[src/rtl/pacman_game_timer.sv]
// Game scheduler: turns 1 ms timebase edges into Pac-Man / ghost step strobes,
// runs the frightened countdown and an elapsed-seconds counter under RUN/PAUSE control.
module pacman_game_timer #(
    parameter int PAC_PERIOD_MS          = 12,
    parameter int GHOST_PERIOD_MS        = 14,
    parameter int GHOST_FRIGHT_PERIOD_MS = 24,
    parameter int FRIGHT_MS              = 6000,
    parameter int WARN_MS                = 2000,
    parameter int MS_PER_SEC             = 1000
) (
    input  logic        clk,
    input  logic        rst_n,
    input  logic        clk_1ms,
    input  logic        start,
    input  logic        pause,
    input  logic        game_over,
    input  logic        fright_start,
    output logic        pac_step,
    output logic        ghost_step,
    output logic        fright_active,
    output logic        fright_warn,
    output logic        fright_end,
    output logic [15:0] elapsed_sec,
    output logic [1:0]  state
);

    localparam int GMAX = (GHOST_PERIOD_MS > GHOST_FRIGHT_PERIOD_MS) ?
                          GHOST_PERIOD_MS : GHOST_FRIGHT_PERIOD_MS;
    localparam int PW = (PAC_PERIOD_MS > 1) ? $clog2(PAC_PERIOD_MS) : 1;
    localparam int GW = (GMAX > 1) ? $clog2(GMAX) : 1;

    localparam logic [PW-1:0] PAC_TERM = PW'(PAC_PERIOD_MS - 1);
    localparam logic [GW-1:0] G_TERM   = GW'(GHOST_PERIOD_MS - 1);
    localparam logic [GW-1:0] GF_TERM  = GW'(GHOST_FRIGHT_PERIOD_MS - 1);
    localparam logic [15:0]   F_LOAD   = 16'(FRIGHT_MS);
    localparam logic [15:0]   W_LVL    = 16'(WARN_MS);
    localparam logic [9:0]    MS_TERM  = 10'(MS_PER_SEC - 1);

    typedef enum logic [1:0] {
        IDLE   = 2'b00,
        RUN    = 2'b01,
        PAUSED = 2'b10
    } state_e;

    state_e        state_q, state_d;
    logic          q1_q, q1_d;
    logic          q2_q, q2_d;
    logic          primed_q, primed_d;
    logic [PW-1:0] pac_cnt_q, pac_cnt_d;
    logic [GW-1:0] ghost_cnt_q, ghost_cnt_d;
    logic [15:0]   fright_cnt_q, fright_cnt_d;
    logic          fright_active_q, fright_active_d;
    logic          fright_warn_q, fright_warn_d;
    logic          fright_end_q, fright_end_d;
    logic          pac_step_q, pac_step_d;
    logic          ghost_step_q, ghost_step_d;
    logic [9:0]    ms_acc_q, ms_acc_d;
    logic [15:0]   elapsed_q, elapsed_d;

    logic          ms_tick;
    logic          run_tick;
    logic [GW-1:0] ghost_term;

    always_comb begin
        // Until primed, q2 follows the input so a high level at reset exit is not an edge.
        q1_d     = clk_1ms;
        q2_d     = primed_q ? q1_q : clk_1ms;
        primed_d = 1'b1;
        ms_tick  = primed_q & (q1_q ^ q2_q);
        run_tick = ms_tick & (state_q == RUN);

        state_d = state_q;
        if (game_over) begin
            state_d = IDLE;
        end else begin
            unique case (state_q)
                IDLE:    if (start) state_d = RUN;
                RUN:     if (pause) state_d = PAUSED;
                PAUSED:  if (pause) state_d = RUN;
                default: state_d = IDLE;
            endcase
        end

        pac_cnt_d       = pac_cnt_q;
        ghost_cnt_d     = ghost_cnt_q;
        fright_cnt_d    = fright_cnt_q;
        fright_active_d = fright_active_q;
        ms_acc_d        = ms_acc_q;
        elapsed_d       = elapsed_q;
        pac_step_d      = 1'b0;
        ghost_step_d    = 1'b0;
        fright_end_d    = 1'b0;
        ghost_term      = fright_active_q ? GF_TERM : G_TERM;

        if (game_over || state_q == IDLE) begin
            pac_cnt_d       = '0;
            ghost_cnt_d     = '0;
            fright_cnt_d    = '0;
            fright_active_d = 1'b0;
            ms_acc_d        = '0;
            elapsed_d       = '0;
        end else if (state_q == RUN) begin
            if (run_tick) begin
                if (pac_cnt_q == PAC_TERM) begin
                    pac_cnt_d  = '0;
                    pac_step_d = 1'b1;
                end else begin
                    pac_cnt_d = pac_cnt_q + 1'b1;
                end
                if (ms_acc_q == MS_TERM) begin
                    ms_acc_d = '0;
                    if (elapsed_q != 16'hFFFF) elapsed_d = elapsed_q + 1'b1;
                end else begin
                    ms_acc_d = ms_acc_q + 1'b1;
                end
            end

            if (fright_start) begin
                fright_cnt_d    = F_LOAD;
                fright_active_d = 1'b1;
            end else if (run_tick && fright_active_q) begin
                if (fright_cnt_q == 16'd1) begin
                    fright_cnt_d    = '0;
                    fright_active_d = 1'b0;
                    fright_end_d    = 1'b1;
                end else begin
                    fright_cnt_d = fright_cnt_q - 1'b1;
                end
            end

            if (fright_active_d != fright_active_q) begin
                ghost_cnt_d = '0;
            end else if (run_tick) begin
                if (ghost_cnt_q == ghost_term) begin
                    ghost_cnt_d  = '0;
                    ghost_step_d = 1'b1;
                end else begin
                    ghost_cnt_d = ghost_cnt_q + 1'b1;
                end
            end
        end

        fright_warn_d = fright_active_d && (fright_cnt_d <= W_LVL);
    end

    always_ff @(posedge clk or negedge rst_n) begin
        if (!rst_n) begin
            state_q         <= IDLE;
            q1_q            <= 1'b0;
            q2_q            <= 1'b0;
            primed_q        <= 1'b0;
            pac_cnt_q       <= '0;
            ghost_cnt_q     <= '0;
            fright_cnt_q    <= '0;
            fright_active_q <= 1'b0;
            fright_warn_q   <= 1'b0;
            fright_end_q    <= 1'b0;
            pac_step_q      <= 1'b0;
            ghost_step_q    <= 1'b0;
            ms_acc_q        <= '0;
            elapsed_q       <= '0;
        end else begin
            state_q         <= state_d;
            q1_q            <= q1_d;
            q2_q            <= q2_d;
            primed_q        <= primed_d;
            pac_cnt_q       <= pac_cnt_d;
            ghost_cnt_q     <= ghost_cnt_d;
            fright_cnt_q    <= fright_cnt_d;
            fright_active_q <= fright_active_d;
            fright_warn_q   <= fright_warn_d;
            fright_end_q    <= fright_end_d;
            pac_step_q      <= pac_step_d;
            ghost_step_q    <= ghost_step_d;
            ms_acc_q        <= ms_acc_d;
            elapsed_q       <= elapsed_d;
        end
    end

    assign pac_step      = pac_step_q;
    assign ghost_step    = ghost_step_q;
    assign fright_active = fright_active_q;
    assign fright_warn   = fright_warn_q;
    assign fright_end    = fright_end_q;
    assign elapsed_sec   = elapsed_q;
    assign state         = state_q;

endmodule

[config.mk]
export PLATFORM = sky130hd
export DESIGN_NAME = pacman_game_timer
export DESIGN_NICKNAME = d
export VERILOG_FILES = /design/src/rtl/pacman_game_timer.sv
export SDC_FILE = /design/constraint.sdc
export NUM_CORES = 1
export LEC_CHECK = 0
export CELL_PAD_IN_SITES_DETAIL_PLACEMENT = 1
export CELL_PAD_IN_SITES_GLOBAL_PLACEMENT = 1
export CORE_MARGIN = 3
export CORE_UTILIZATION = 45
export CTS_CLUSTER_DIAMETER = 50
export CTS_CLUSTER_SIZE = 8
export DETAILED_ROUTE_END_ITERATION = 8
export PLACE_DENSITY = 0.78
export SLEW_MARGIN = 0
export SYNTH_ARGS = -nofsm -noshare
export SYNTH_HDL_FRONTEND = slang
export SYNTH_SLANG_ARGS = --single-unit
[constraint.sdc]
create_clock -name clk -period 3 [get_ports clk]
set_input_delay 0.45 -clock clk [delete_from_list [all_inputs] [get_ports clk]]
set_output_delay 0.45 -clock clk [all_outputs]
set_load 0.01 [all_outputs]
### Word level (Yosys, flattened, before mapping)

Cells that the tools add are included.

| operators by class | value |
|---|---|
| reduce and logical (&&, ||, !) cells | 13 |
| eq/ne operators | 11 |
| add/subtract/negate cells | 5 |
| $lt $le $gt $ge | 1 |
| muxes and demuxes | 51 |
| bitwise operators | 3 |

Operators by type and width:

| cell | count |
|---|---|
| 2-to-1 mux 16 bit | 10 |
| 2-to-1 mux 10 bit | 4 |
| 2-to-1 mux 5 bit | 6 |
| 2-to-1 mux 1 bit | 22 |
| adder 16 x 1 -> 16 bit, second input constant | 1 |
| == test 16 x 1 -> 1 bit, second input constant | 1 |
| less-or-equal comparator 16 x 11 -> 1 bit, second input constant | 1 |
| 2-to-1 mux 4 bit | 4 |
| != test 16 bit, second input constant | 1 |
| subtractor 16 x 1 -> 16 bit, second input constant | 1 |
| adder 10 x 1 -> 10 bit, second input constant | 1 |
| == test 10 bit, second input constant | 1 |
| != test 3 bit, second input constant | 3 |
| 2-to-1 mux 2 bit | 4 |
| nonzero test 2 bit | 4 |
| one-hot mux 2 bit (3 select lines) | 1 |
| adder 5 x 1 -> 5 bit, second input constant | 1 |
| == test 5 bit | 1 |
| adder 4 x 1 -> 4 bit, second input constant | 1 |
| == test 4 bit, second input constant | 1 |
| AND reduction 2 bit | 2 |
| AND reduction 4 bit | 1 |
| AND reduction 3 bit | 1 |
| nonzero test 3 bit | 1 |
| other kinds (8) | 10 |

| word-level totals | value |
|---|---|
| input bits | 7 |
| output and inout port bits | 23 |
| word-level logic and storage cells | 98 |
| register bits | 61 |

### Longest topological paths before layout

Gate-level depths: netlist of run 1.

| logic depth | value |
|---|---|
| word-level depth | 12 |
| depth in mapped cells | 10 |
| mapped depth without buffers | 9 |

### Worst setup path after synthesis of run 1

OpenSTA, ideal clock, no wires.

| path | value |
|---|---|
| path kind | reg2reg |
| start | register fright_cnt_q[0] |
| end | register fright_warn_q, in the netlist fright_warn |
| cell stages (with the launch flop) | 10 |
| arrival time | 2.180 ns |
| library setup time | 0.120 ns |
| setup slack | 0.699 ns |
| data required time | 2.880 ns |
| cell sequence | dfrtp_1 > inv_1 > ha_1 > nor3b_2 > nand3_2 > or3_4 > or4_4 > a31oi_4 > nor4_1 > o211a_1 |

| on the way | value |
|---|---|
| elaborated cells between the ends (all ways) | 16 |

RTL lines:

| what | RTL line | source |
|---|---|---|
| from (decl) | 51 | `logic [15:0] fright_cnt_q, fright_cnt_d;` |
| from (signal assigned) | 169 | `fright_cnt_q <= fright_cnt_d;` |
| subtractor 16 x 1 -> 16 bit / == test 16 x 1 -> 1 bit (equally long branches) | 127, 122 |  |
| 2-to-1 mux 16 bit (*) | 122 | `if (fright_cnt_q == 16'd1) begin` |
| 2-to-1 mux 16 bit (*) | 121 | `end else if (run_tick && fright_active_q) begin` |
| 2-to-1 mux 16 bit (*) | 118 | `if (fright_start) begin` |
| 2-to-1 mux 16 bit (*) | 102 | `end else if (state_q == RUN) begin` |
| 2-to-1 mux 16 bit (*) | 95 | `if (game_over \|\| state_q == IDLE) begin` |
| via fright_cnt_d[12] | 51 |  |
| less-or-equal comparator 16 x 11 -> 1 bit (*) | 143 | `fright_warn_d = fright_active_d && (fright_cnt_d <= W_LVL);` |
| logical AND 1 bit (*) | 143 |  |
| via fright_warn_d | 53 | `logic fright_warn_q, fright_warn_d;` |
| to (signal assigned) | 171 | `fright_warn_q <= fright_warn_d;` |
| to (decl) | 53 |  |

Mark *: on every way through the listed nets, which the timed path passes. The rest lies on a longest branch. The select of a mux whose other input is x is not followed.
A chain may end at the register's enable or synchronous reset.

### Final worst setup path of run 1

Ends and elaborated chain as after synthesis.

==> results of run 1 <==
[worst max-delay path, cell delays in order (launching register included)]
cell	delay [ps]
dfrtp_1	490
ha_1	190
nor4b_1	390
and4_1	480
nand2_2	210
a21oi_1	200
nor3_1	100
o41ai_2	350
o211a_1	200
[logic make-up after synthesis]
family | Yosys count | share of synthesized area, %
buffers and inverters | 19 | 2.89
other | 1 | 0.107
AOI/OAI and AO/OA | 89 | 17.9
muxes | 2 | 0.643
adders and majority gates | 6 | 2.14
xor gates and xnor gates | 19 | 4.97
DFF | 61 | 43.6
and+or+nand+nor | 173 | 27.7
[power breakdown]
part | switching [uW] | internal (uW)
registers | 27.3 | 841
clock network | 320 | 421
logic | 155 | 88.9
total | 502 | 1350
[registers in the layout, summed over array words and instances (netlist names)]
| signal | flops |
|---|---|
| fright_warn | 1 |
| state | 2 |
| fright_end | 1 |
| ghost_step | 1 |
| fright_cnt_q | 16 |
| pac_step | 1 |
| q1_q | 1 |
| fright_active | 1 |
| q2_q | 1 |
| primed_q | 1 |
| ms_acc_q | 10 |
| elapsed_sec | 16 |
| ghost_cnt_q | 5 |
| pac_cnt_q | 4 |
[per-stage QoR]
stage | worst slack [ps] | hold slack, ps | utilization, %
CTS | 366 | 194 | 55.7
global placement | 430 | 501 | 53.0
global route | 130 | 220 | 55.7
detailed placement | 369 | 512 | 53.0
finish | 327 | 160 | 55.7
floorplan | 699 | 154 | -
[cells in the mapped netlist (all sizes together), types with 3 or more instances]
cell type,instances,share of area [%]
o21bai,5,1.3
dfrtp,61,44
o41ai,4,1.2
and2,5,0.93
o211ai,4,0.86
and4,5,1.3
inv,7,0.75
xor2,8,2.2
nand2b,3,0.54
nand4,12,2.1
nor2b,3,0.54
nor4b,3,0.75
nand3,15,2.3
a31oi,8,1.9
nor2,42,4.6
nor3,16,2.3
clkbuf,4,0.43
or3,6,1.2
xnor2,11,2.8
o21ai,26,3.9
and3,11,2.0
nor4,5,1.8
nand2,33,3.9
buf,8,1.7
or4,3,0.75
ha,6,2.1
a21oi,22,3.1
[how the worst max path moves through the flow]
stage / to / slack [ps] / depth (start not counted)
after floorplan: fright_warn$_DFF_PN0_ / 700 / 9
final: fright_warn$_DFF_PN0_ / 330 / 8
after global routing: fright_warn$_DFF_PN0_ / 130 / 9
after detailed placement: fright_warn$_DFF_PN0_ / 370 / 8
after global placement: fright_warn$_DFF_PN0_ / 430 / 7
after CTS: fright_warn$_DFF_PN0_ / 370 / 9
[area by class of cell]
class / count / area (um2) / area share, %
Multi-Input combinational cell: 290 / 1870 / 45.4
Sequential cell: 61 / 1530 / 37.0
Timing Repair Buffer: 40 / 380 / 9.21
Clock buffer: 11 / 151 / 3.67
Tap cell: 99 / 124 / 3.00
Clock inverter: 4 / 47.5 / 1.15
Inverter: 7 / 26.3 / 0.636
[layer usage]
metal | routed length [um] | track usage (%)
met2 | 4620 | 37.8
met5 | 0 | 0
met1 | 4290 | 31.8
met3 | 592 | 5.77
met4 | 415 | 12.3
[layout by cell type, fill, tap and decap left out, types with 3 or more instances in the layout]
cell              n
nor4_1            3
o21ai_1           4
xnor2_1          11
nand3_1          14
a21oi_1          22
dfrtp_1          61
a31oi_1           7
ha_1              6
xor2_1            7
or3_1             5
nor2b_1           3
o211ai_1          4
and4_1            4
inv_1             7
nor2_1           41
o21bai_1          3
nand2_1          30
nor4b_1           3
and3_1           11
nand4_1          12
clkbuf_8         11
nor3_1           16
o41ai_1           3
nand2b_1          3
clkdlybuf4s50_1  28
and2_1            4
o21ai_0          20
buf_4            10
==> impl_results.md, run 1 <==
* Post-CTS setup-driven buffer insertion count at 0
* Number of flops mapped to enable cells by yosys at 0
* Placed Instance Area at 3930 um2
* Max-slew violations at 0
* Routability congestion estimate at 0.960
* H-Tree Depth at 3
* Worst hold path type: primary input to async pin
* Core area at 7410 um2
* Kind of start point of the critical path: flip-flop
* Layout cells sized above 1 at 12.8%
* Clock skew at 8.80 ps
* Setup TNS at 0 ps
* RR Endpoint: fright_warn$_DFF_PN0_
* PostCTS Resize Cnt at 0
* Post-route clock period utilization at 89.1%
* DRT iter0 DRCs at 144
* Final ANT Viol Nets at 0
* Full die area at 8870 um2
* P per Cell Area at 449 nW/um2
* Worst-path maximum fanout at 7
* Crit end category: flip-flop
* Initial core utilization at 47.3%
* R2r worst-path depth at 8
* Initial antenna violation count at 0
* Site row count at 31
* Max Cap Viol at 0
* Root buffer cell: clkbuf_8
* Yosys reg bits at 61
* Mapped Area at 3500 um2
* Antenna Cells at 0
* DRC at 0
* Required time of the critical path at 3280 ps
* Wire per inst at 19.4 um
* Leak at 0.00171 uW
* Fin. Hold Viols at 0
* Clock Tree Buf Depth at 2
* IO buf count at 29
* Pre-Repair DR Iteration Count at 4
* Most used DFF post-synth: dfrtp_1
* Final nets at 422
* Post-synthesis sequential area ratio at 43.6%
* Ys async rst share at 100%
* Tmin final at 2670 ps
* Grt ovf at 0
* Clk sink count at 61
* Via/cell ratio at 6.08
* Hold buffers post-CTS at 0
* CP Launch Point: fright_cnt_q[0]$_DFF_PN0_
* Critical path class: flip-flop to flip-flop
* Critical path arrival at 2960 ps
* DR vias at 3115
* R2R Path Start: fright_cnt_q[0]$_DFF_PN0_
* Layout area overhead at 17.9%
* Placed insts at 497
* Detailed Route WL at 9920 um
* Worst reg2reg setup slack at 330 ps
* DP HPWL at 7080 um
* Fmax at 374 MHz
* Finished Cell Area at 4130 um2
* Worst-Margin Slew at 737 ps
* Layout Cells excl Fill at 512
* CTS tree: built
* Ys Warns at 0
* RSZ-0062 raised after global routing: false
* Slew margin rel. at 50.9%
* Cts bufs inserted at 9
* Synth unique cells at 73
* Ports at 30
* Syn_area_per_cell at 9.46 um2
* Global-route wire length before repair at 16800 um
* Die width at 94.2 um
* Status: finished, final reports clean
* Number of global-route vias before repair at 3213
* Largest net degree at the start of global routing at 33
* Worst skew pair latency at 340 ps
* Clock-pin transition on the worst setup and hold timing paths at 70 ps
* Worst vdd ir at 319 uV
* Cells after Synth at 370
* Post-synth net total at 383
* Chip height at 94.2 um
* Total Routing Usage GR at 24.4%
* Layout fillers at 843
* Final setup vio count at 0
* Total power at 1850 uW
Note: power is estimated with default switching activity, not from simulation.
==> inputs of run 2 (changes only) <==
--- a/config.mk
+++ b/config.mk
@@ -12,7 +12,7 @@
 export CTS_CLUSTER_DIAMETER = 50
 export CTS_CLUSTER_SIZE = 8
 export DETAILED_ROUTE_END_ITERATION = 8
-export PLACE_DENSITY = 0.78
+export PLACE_DENSITY = 0.79
 export SLEW_MARGIN = 0
 export SYNTH_ARGS = -nofsm -noshare
 export SYNTH_HDL_FRONTEND = slang
==> run 2 against run 1 <==
  * Die area is the same
  * Global-route usage decreased by 0.29 points
  * Sequential power hardly changed
  * Largest cell class unchanged
==> impl_results.md, run 2 (synthesized netlist as in run 1, its figures left out) <==
* Fmax at 382 MHz
* Final nets at 420
* Layout area overhead at 17.9%
* H-Tree Depth at 3
* R2r worst-path depth at 9
* Clk sink count at 61
* Layout Cells excl Fill at 511
* Hold buffers post-CTS at 0
* Final ANT Viol Nets at 0
* Placed insts at 495
* Root buffer cell: clkbuf_8
* Post-route clock period utilization at 87.3%
* Layout cells sized above 1 at 12.4%
* Critical path class: flip-flop to flip-flop
* CP Launch Point: fright_cnt_q[1]$_DFF_PN0_
* DP HPWL at 6880 um
* Clock-pin transition on the worst setup and hold timing paths at 70 ps
* Cts bufs inserted at 9
* Tmin final at 2620 ps
* Clock Tree Buf Depth at 2
* Clock skew at 13.2 ps
* Worst reg2reg setup slack at 380 ps
* IO buf count at 29
* Site row count at 31
* Detailed Route WL at 9830 um
* R2R Path Start: fright_cnt_q[1]$_DFF_PN0_
* RR Endpoint: fright_warn$_DFF_PN0_
* Largest net degree at the start of global routing at 62
* Worst skew pair latency at 350 ps
* Final setup vio count at 0
* Kind of start point of the critical path: flip-flop
* Full die area at 8870 um2
* PostCTS Resize Cnt at 0
* Grt ovf at 0
* Setup TNS at 0 ps
* Commonest non-fill, non-tap cell in the layout: dfrtp_1
* Crit end category: flip-flop
* Core area at 7410 um2
* Wire per inst at 19.2 um
* Global-route wire length before repair at 16400 um
* Worst-Margin Slew at 503 ps
* Layout Utilization at 55.7%
* P per Cell Area at 460 nW/um2
* Initial core utilization at 47.3%
* Placed Instance Area at 3920 um2
* Chip height at 94.2 um
* Initial antenna violation count at 0
* Commonest non-fill, non-tap cells in the layout: dfrtp_1 (61), nor2_1 (41), nand2_1 (30)
* Max Cap Viol at 0
* Slew margin rel. at 66.2%
* DRC at 0
* Leak at 0.00170 uW
* Finished Cell Area at 4130 um2
* Critical path arrival at 2910 ps
* Die width at 94.2 um
* DR vias at 3068
* DRT iter0 DRCs at 154
* Fin. Hold Viols at 0
* Status: finished, final reports clean
* Number of global-route vias before repair at 3219
* Worst vdd ir at 263 uV
* Ports at 30
* Worst-path maximum fanout at 7
* CTS tree: built
* Total power at 1900 uW
* CP endpoint: fright_warn$_DFF_PN0_
* Via/cell ratio at 6.00
* Pre-Repair DR Iteration Count at 4
* RSZ-0062 raised after global routing: false
* Total Routing Usage GR at 24.1%
* Routability congestion estimate at 1.02
* Worst hold path type: primary input to async pin
* Antenna Cells at 0
* Max-slew violations at 0
* Required time of the critical path at 3290 ps
* Layout fillers at 828
* Post-CTS setup-driven buffer insertion count at 0
-- run 2: changes by cell type in the layout (fill, tap and decap cells not counted), sizes merged --
cell / before / now
buf: 12 / 10
clkbuf: 11 / 13
clkinv: 2 / 1
-- run 2: cell type report --
cell class	instances	area, um2	share of cell area, %
sequential	61	1530	37.0
multi-input combinational	290	1870	45.4
timing repair buffer	38	365	8.85
clock inverter	3	42.5	1.03
inverter	7	26.3	0.637
tap	99	124	3.00
clock buffer	13	169	4.09
-- run 2: worst min path at each step --
stage,startpoint,to,slack [ps],depth (start not counted)
CTS,rst_n,fright_cnt_q[2]$_DFF_PN0_,110,2
finish,rst_n,fright_cnt_q[2]$_DFF_PN0_,80,2
detailed placement,rst_n,fright_cnt_q[2]$_DFF_PN0_,490,2
floorplan,rst_n,elapsed_sec[0]$_DFFE_PN0P_,150,0
global placement,rst_n,fright_cnt_q[2]$_DFF_PN0_,490,2
global route,rst_n,ghost_cnt_q[4]$_DFFE_PN0P_,110,2
-- run 2: worst max-delay path, cell delays in order (launching register included) --
cell	delay, ps
dfrtp_1	430
inv_1	100
ha_1	150
nor4b_1	380
and4_1	470
nand2_2	190
a21oi_1	180
nor3_1	90
o41ai_2	360
o211a_1	200
-- run 2: metal layers --
metal  part of all wire (%)  GRT usage [%]  vias to the layer above
met5                      0              0                        -
met3                    4.4           5.77                       16
li1                       -              -                     1438
met2                     49           38.7                       91
met4                    2.0           8.54                        0
met1                     45           31.9                     1523
-- run 2: report_power, final --
group / internal, uW / switching (uW) / total (uW) / leakage (uW)
Clock: 451 / 341 / 792 / 0.000106
Sequential: 841 / 26.4 / 868 / 0.000838
Combinational: 86.7 / 153 / 239 / 0.000758
-- run 2: stage by stage --
stage                     setup slack [ps]  hold WS (ps)
after floorplan                        699           154
after global placement                 277           490
after detailed placement               180           489
after CTS                              414           110
after global routing                   219           112
final                                  381          75.2
